[src/rtl/dispatch_sorter.sv]
// dispatch_sorter: routes up to IN_WIDTH renamed ops per cycle into N_CLASSES in-order
// queues selected by each op's class field. Acceptance is a strict prefix of the valid
// slots, so program order within each class is preserved. A terminator op halts dispatch
// until resume; flush empties every queue.
module dispatch_sorter #(
  parameter int unsigned IN_WIDTH   = 4,
  parameter int unsigned OP_W       = 48,
  parameter int unsigned CLASS_LSB  = 45,
  parameter int unsigned CLASS_W    = 3,
  parameter int unsigned N_CLASSES  = 3,
  parameter int unsigned DEPTH      = 4,
  parameter int unsigned PUSH_WIDTH = 2,
  parameter int unsigned TERM_CLASS = 2,
  localparam int unsigned CNT_W     = $clog2(DEPTH + 1)
) (
  input  logic                       clk,
  input  logic                       rst,
  input  logic [IN_WIDTH*OP_W-1:0]   in_ops,
  input  logic [IN_WIDTH-1:0]        in_valid,
  output logic [IN_WIDTH-1:0]        in_used,
  input  logic                       resume,
  input  logic                       flush,
  output logic                       halted,
  output logic [N_CLASSES*OP_W-1:0]  out_ops,
  output logic [N_CLASSES-1:0]       out_valid,
  input  logic [N_CLASSES-1:0]       out_ready,
  output logic [N_CLASSES*CNT_W-1:0] occupancy,
  output logic                       bad_class
);

  localparam int unsigned PTR_W = $clog2(DEPTH);

  localparam logic [0:0] StRun  = 1'b0;
  localparam logic [0:0] StHalt = 1'b1;

  logic [0:0]         state_q, state_d;
  logic               bad_class_q, bad_class_d;
  logic [CNT_W-1:0]   cnt_q    [N_CLASSES];
  logic [CNT_W-1:0]   cnt_d    [N_CLASSES];
  logic [PTR_W-1:0]   wr_ptr_q [N_CLASSES];
  logic [PTR_W-1:0]   rd_ptr_q [N_CLASSES];
  logic [OP_W-1:0]    mem_q    [N_CLASSES][DEPTH];

  logic [CLASS_W-1:0] slot_cls [IN_WIDTH];
  logic [OP_W-1:0]    slot_op  [IN_WIDTH];
  logic [PTR_W-1:0]   slot_off [IN_WIDTH];
  logic [IN_WIDTH-1:0] used;
  logic               go;
  logic               term_acc;
  logic               found;
  int unsigned        pcnt [N_CLASSES];
  int unsigned        lim  [N_CLASSES];
  logic [N_CLASSES-1:0] pop;

  // Unpack slot ops and their class fields.
  always_comb begin
    for (int i = 0; i < IN_WIDTH; i++) begin
      slot_op[i]  = in_ops[i*OP_W +: OP_W];
      slot_cls[i] = slot_op[i][CLASS_LSB +: CLASS_W];
    end
  end

  // Prefix acceptance scan: each slot needs all earlier slots used, no earlier terminator,
  // and room in its class under both the push limit and the registered free space.
  always_comb begin
    go       = (state_q == StRun) && !flush && !rst;
    used     = '0;
    term_acc = 1'b0;
    for (int k = 0; k < N_CLASSES; k++) begin
      pcnt[k] = 0;
      lim[k]  = DEPTH - 32'(cnt_q[k]);
      if (PUSH_WIDTH < lim[k]) lim[k] = PUSH_WIDTH;
    end
    for (int i = 0; i < IN_WIDTH; i++) begin
      slot_off[i] = '0;
      if (go && in_valid[i]) begin
        for (int k = 0; k < N_CLASSES; k++) begin
          if (slot_cls[i] == CLASS_W'(k) && pcnt[k] < lim[k]) begin
            used[i]     = 1'b1;
            slot_off[i] = PTR_W'(pcnt[k]);
            pcnt[k]     = pcnt[k] + 1;
          end
        end
      end
      if (!used[i]) begin
        go = 1'b0;
      end else if (slot_cls[i] == CLASS_W'(TERM_CLASS)) begin
        // The terminator is the last slot taken this cycle.
        go       = 1'b0;
        term_acc = 1'b1;
      end
    end
  end

  // Sticky bad-class flag: set when the first unused slot is valid with an out-of-range class.
  always_comb begin
    bad_class_d = bad_class_q;
    found       = 1'b0;
    for (int i = 0; i < IN_WIDTH; i++) begin
      if (!found && !used[i]) begin
        found = 1'b1;
        if (in_valid[i] && ({1'b0, slot_cls[i]} >= (CLASS_W + 1)'(N_CLASSES))) begin
          bad_class_d = 1'b1;
        end
      end
    end
  end

  // Queue heads, pops and next-state counts.
  always_comb begin
    for (int k = 0; k < N_CLASSES; k++) begin
      out_valid[k] = (cnt_q[k] != '0);
      pop[k]       = out_valid[k] && out_ready[k] && !flush;
      cnt_d[k]     = cnt_q[k] + CNT_W'(pcnt[k]) - CNT_W'(pop[k]);
      out_ops[k*OP_W +: OP_W]      = out_valid[k] ? mem_q[k][rd_ptr_q[k]] : '0;
      occupancy[k*CNT_W +: CNT_W]  = cnt_q[k];
    end
  end

  // RUN/HALT control; flush wins over resume and over a terminator acceptance.
  always_comb begin
    state_d = state_q;
    if (flush) begin
      state_d = StRun;
    end else if (state_q == StRun && term_acc) begin
      state_d = StHalt;
    end else if (state_q == StHalt && resume) begin
      state_d = StRun;
    end
  end

  // Control state, counts and pointers.
  always_ff @(posedge clk or posedge rst) begin
    if (rst) begin
      state_q     <= StRun;
      bad_class_q <= 1'b0;
      for (int k = 0; k < N_CLASSES; k++) begin
        cnt_q[k]    <= '0;
        wr_ptr_q[k] <= '0;
        rd_ptr_q[k] <= '0;
      end
    end else begin
      state_q     <= state_d;
      bad_class_q <= bad_class_d;
      for (int k = 0; k < N_CLASSES; k++) begin
        if (flush) begin
          cnt_q[k]    <= '0;
          wr_ptr_q[k] <= '0;
          rd_ptr_q[k] <= '0;
        end else begin
          cnt_q[k]    <= cnt_d[k];
          // Pointer width equals log2(DEPTH), so the add wraps naturally.
          wr_ptr_q[k] <= wr_ptr_q[k] + PTR_W'(pcnt[k]);
          if (pop[k]) rd_ptr_q[k] <= rd_ptr_q[k] + PTR_W'(1);
        end
      end
    end
  end

  // Queue storage; used ops land at consecutive slots from each class's write pointer.
  always_ff @(posedge clk) begin
    for (int i = 0; i < IN_WIDTH; i++) begin
      for (int k = 0; k < N_CLASSES; k++) begin
        if (used[i] && slot_cls[i] == CLASS_W'(k)) begin
          mem_q[k][wr_ptr_q[k] + slot_off[i]] <= slot_op[i];
        end
      end
    end
  end

  assign in_used   = used;
  assign halted    = (state_q == StHalt);
  assign bad_class = bad_class_q;

endmodule

[config.mk]
export PLATFORM = sky130hd
export DESIGN_NAME = dispatch_sorter
export DESIGN_NICKNAME = d
export VERILOG_FILES = /design/src/rtl/dispatch_sorter.sv
export SDC_FILE = /design/constraint.sdc
export NUM_CORES = 2
export LEC_CHECK = 0
export CORE_MARGIN = 8
export CORE_UTILIZATION = 60
export DETAILED_ROUTE_END_ITERATION = 7
export MAX_ROUTING_LAYER = met4
export PLACE_DENSITY = 0.82
export SYNTH_ARGS = -nofsm -noshare
export SYNTH_HDL_FRONTEND = slang
export SYNTH_SLANG_ARGS = --single-unit
[constraint.sdc]
create_clock -name clk -period 15.6 [get_ports clk]
set_clock_uncertainty 0.05 [all_clocks]
set_input_delay 2.34 -clock clk [delete_from_list [all_inputs] [get_ports clk]]
set_output_delay 2.34 -clock clk [all_outputs]
set_load 0.005 [all_outputs]
======== Word level (Yosys, flattened, before mapping) ========
Memory sizes are Yosys's and may differ from the RTL's.
Cells that the tools add are included.
word-level totals
  register bits ........................... 23
  RAM bits ................................ 576
  input bits .............................. 203
  output and inout port bits .............. 162
  logic and storage cells ................. 3793
  memories kept ........................... 1
memories
  memory  depth  bits a word  rd ports  clocked after Yosys merged registers in  write ports  RTL line  text
  mem_q   3      192          3         0                                        3            42        logic [OP_W-1:0] mem_q [N_CLASSES][DEPTH];
cells by class
  add/subtract/negate cells ............... 33
  magnitude comparators ................... 46
  eq/ne operators ......................... 8
  mux-type cells .......................... 1875
  bitwise operators ....................... 1744
  reductions and logical operators ........ 75
operators by type and width
  operator                                                                       count
  192-bit two-way mux                                                            12
  1-bit two-way mux                                                              1787
  1-bit bitwise OR                                                               1728
  48-bit demux with 2-bit select                                                 12
  48-bit two-way mux                                                             21
  32-bit two-way mux                                                             11
  48-bit binary-select mux with 2-bit select                                     3
  32-bit less-than comparator                                                    9
  32-bit by 1-bit adder with 32-bit output (second input constant)               8
  96-bit two-way mux                                                             2
  1-bit by 32-bit less-than comparator with 1-bit output (first input constant)  3
  2-bit by 32-bit less-than comparator with 1-bit output (first input constant)  3
  67-bit two-way mux                                                             1
  65-bit two-way mux                                                             1
  1-bit logical AND                                                              57
  3-bit >= comparator (second input constant)                                    15
  2-bit NOT with 3-bit output                                                    15
  2-bit two-way mux                                                              21
  3-bit by 1-bit less-than comparator with 1-bit output (second input constant)  12
  2-bit adder                                                                    12
  3-bit by 1-bit == test with 1-bit output (second input constant)               4
  3-bit by 2-bit == test with 1-bit output (second input constant)               4
  3-bit by 2-bit >= comparator with 1-bit output (second input constant)         4
  3-bit logical NOT                                                              4
  10 further kinds                                                               32

======== Logic depth before layout (Yosys ltp) ========
  depth in word-level cells ............... 30
  gate-level depth with buffers ........... 35
  mapped depth without buffers ............ 35

======== Worst setup path after synthesis ========
OpenSTA, ideal clock, no wires.
  path type ............................... input -> register
  start ................................... input port flush
  end ..................................... memory mem_q[0][0] in the netlist's numbering, enable pin
  setup time .............................. 842 ps
  arrival ................................. 9545 ps
  data required time ...................... 14708 ps
  path slack .............................. 5163 ps
  stages on the path ...................... 30
  buffers on the path ..................... 3
  path through ............................ or4b_1 -> buf_2 -> or3_1 -> a211oi_1 -> ha_1 -> o211ai_1 -> inv_1 -> ha_1 -> or4b_2 -> a21oi_1 -> and2_0 -> and3_1 -> ha_1 -> or4b_2 -> or3_1 -> inv_1 -> nand2_1 -> nor3_1 -> nor3_1 -> mux2i_1 -> nor2_1 -> a21oi_1 -> nor2_1 -> ha_1 -> xnor2_1 -> o211ai_1 -> o2111ai_1 -> buf_2 -> buf_4 -> o2111ai_1
RTL lines
  item             RTL line  text
  start, declared  22        input logic flush,
  end, declared    42

==> results.yml <==
grt:
  antenna_found_initial: 6
  grt_pass1_wl_um: 213000
  gr-total-overflow: 0
  grtUsageTotal: 0.349
  grt_max_degree: 91
  grt_pass1_vias: 35000
synth:
  ys.flop_type: "edfxtp_1"
  synth_cell_types: 66
  async_flop_share: 0.0384
  yosys_register_bits: 599
  syn_inst: 4124
  seq_area_frac_synth: 0.414
  yosysWarnings: 0
  synth_area_sq_um: 43100
  avgSynthCellArea_sq_um: 10.5
  synth_edf_count: 576
critical_path:
  crit_fanout: 48
  cpMostUsedCell: "ha_1"
  cp_data_arrival_time_ns: 11.49
  ff2ff_setup_slack_ns: 6.02
  slowest_stage: "nand3_4"
  r2r_end: "mem_q[0][357]"
  reg2regPathDepth: 27
  required_ns: 15.59
  critical_path_class: "in -> reg"
  r2r-start: "halted"
  cp-start-kind: "input pin"
  max_stage_delay_ns: 1.04
  end_kind: "flip-flop"
placement:
  dp_slack_ns: 3.78
  io_buffers: 364
  placed_cell_area_sq_um: 46900
  dpl.hpwl_um: 87200
  gp_congestion: 0.943
detailed_routing:
  num_vias: 35000
  drt_wl_total_um: 142000
  vias_per_cell: 6.76
  drc: 0
  drt-initial-drc-count: 4217
  detail-route-antenna-nets: 0
  wire_per_inst_um: 27.6
  first_pass_iters: 6
finish:
  layout_commonest_cell: "mux2i_1"
  area_growth_pct: 13.7
  drive_gt1_frac: 0.112
  n_fill_cell: 5168
  stdcell_area_sq_um: 49100
  layout.nets: 4416
  final_cell_mix: "865 x mux2i_1, 576 x edfxtp_1, 498 x nand2_1"
power_and_ir_drop:
  ir_worst_vdd_uv: 112
  intPower_mw: 3.38
  p_seq_frac: 0.383
  clkPwrFrac: 0.334
  switchingPower_mw: 1.42
  finalPower_mw: 4.80
  p_leak_nw: 20.7
  swShare: 0.295
  powerDensity_nw_per_um2: 97.8
  combPwrFrac: 0.283
cts:
  cts-root-buf: "clkbuf_16"
  tritoncts: "done"
  cts_made_buffers: 69
  numClockSinks: 599
  htreeDepth: 3
  cts_hold_buf: 0
  clk_latency_ns: 0.64
  clk_path_buf_depth: 3
  cts_setup_buffers: 0
  clk_pin_slew_ns: 0.07
  post_cts_resized: 0
timing:
  setup_slack_ns: 4.10
  slew_headroom: 0.198
  drv_slew: 0
  hold_viol_final: 0
  max_freq_ghz: 0.0870
  tightest_slew_ns: 1.20
  min_period_ns: 11.50
  period_share: 0.737
  rsz0062_at_grt: "false"
  setup_tns_ns: 0
  setup_viol: 0
hold_path:
  whs_path_depth: 1
  hold_start: "halted"
  hold_path_class: "reg -> reg"
  hold_path_end: "halted"
floorplan:
  die-area_sq_um: 80700
  die_w_um: 284
  die_y_um: 284
  rows: 98
  core_area_sq_um: 71400
  start_util: 0.604
  boundaryPins: 365
outcome:
  outcome: "finished, final reports clean"
run:
  drv_cap: 0
[flip-flops by register name, summed over array words and instances (netlist names)]
signal,count
mem_q,576
occupancy,9
rd_ptr_q,6
wr_ptr_q,6
bad_class,1
halted,1
[layout make-up]
class	instances	area [sq um]	share of cell area
antenna	6	15.0	0.000306
clock buffer	93	1920	0.0392
clock inverter	31	238	0.00485
inverter	85	319	0.00650
multi-input combinational	2982	23400	0.477
sequential	599	17900	0.365
tap	950	1190	0.0242
timing repair buffer	423	4090	0.0833
[how the worst max path moves through the flow]
stage | slack (ns) | to | cells after the start | start
final | 4.10 | mem_q[0][357] | 29 | flush
after global routing | 3.60 | mem_q[0][268] | 28 | flush
after CTS | 4.23 | in_used[3] | 22 | in_ops[46]
after detailed placement | 3.78 | mem_q[0][356] | 29 | flush
after global placement | 3.99 | mem_q[0][262] | 29 | flush
after floorplan | 5.16 | mem_q[0][0] | 30 | flush
[synthesized netlist by cell type, types with 9 or more instances]
master	count	area share
nand2b_1	13	0.0019
nand2_1	500	0.044
mux2i_1	871	0.20
nor4_1	12	0.0017
mux2_1	25	0.0065
nor2b_1	13	0.0019
a211oi_1	9	0.0016
clkbuf_1	339	0.030
mux2_2	112	0.029
or3_1	9	0.0013
xor2_1	11	0.0022
nand3_1	19	0.0022
nor3_1	20	0.0023
nand4_1	9	0.0013
a21oi_1	190	0.022
nor2_1	208	0.018
ha_1	50	0.015
and2_1	154	0.022
inv_1	85	0.0074
edfxtp_1	576	0.40
buf_4	26	0.0045
o21ai_0	471	0.055
mux4_2	144	0.075
buf_2	49	0.0057
dfrtp_1	23	0.013
buf_1	40	0.0035
xnor2_1	36	0.0073
[stage by stage]
stage / hold WS [ns] / utilization / instances
floorplan: 0.439 / - / 4126
global placement: 0.507 / 0.657 / 5039
detailed placement: 0.506 / 0.657 / 5039
CTS: 0.525 / 0.687 / 5163
global route: 0.571 / 0.687 / 5167
finish: 0.529 / 0.688 / 5169
[layer usage]
metal | global-route usage | vias up | share of wire
met1 | 0.427 | 16800 | 0.37
met4 | 0.168 | 0 | 0.055
met2 | 0.552 | 2458 | 0.47
li1 | - | 15100 | -
met3 | 0.0730 | 572 | 0.11
met5 | - | - | 0
[worst max-delay path, delay by kind of cell]
kind / cells / cell delay, ns
AND/OR/NAND/NOR: 13 / 4.50
adder cells (fa/ha/maj): 4 / 0.89
XOR/XNOR: 1 / 0.16
multiplexers: 1 / 0.14
AO/OA/AOI/OAI: 6 / 2.52
buffers and inverters: 4 / 0.88
[power groups by stage]
stage	Clock [mW]	Combinational (mW)	Sequential (mW)
after global placement	0	1.33	1.87
final	1.60	1.36	1.84
after detailed placement	0	1.35	1.87
after global routing	1.66	1.45	1.84
after CTS	1.60	1.36	1.84
after floorplan	0	0.722	1.82
[kinds of logic after synthesis]
kind of cell | Yosys count | share of synthesized area
adders and majority gates | 53 | 0.0159
muxes | 1152 | 0.313
AOI/OAI and AO/OA | 728 | 0.0900
and+or+nand+nor | 999 | 0.105
other | 1 | 0.0000869
buffers and inverters | 545 | 0.0522
xor gates and xnor gates | 47 | 0.00954
DFF | 599 | 0.414
(Power assumes the default switching activity.)
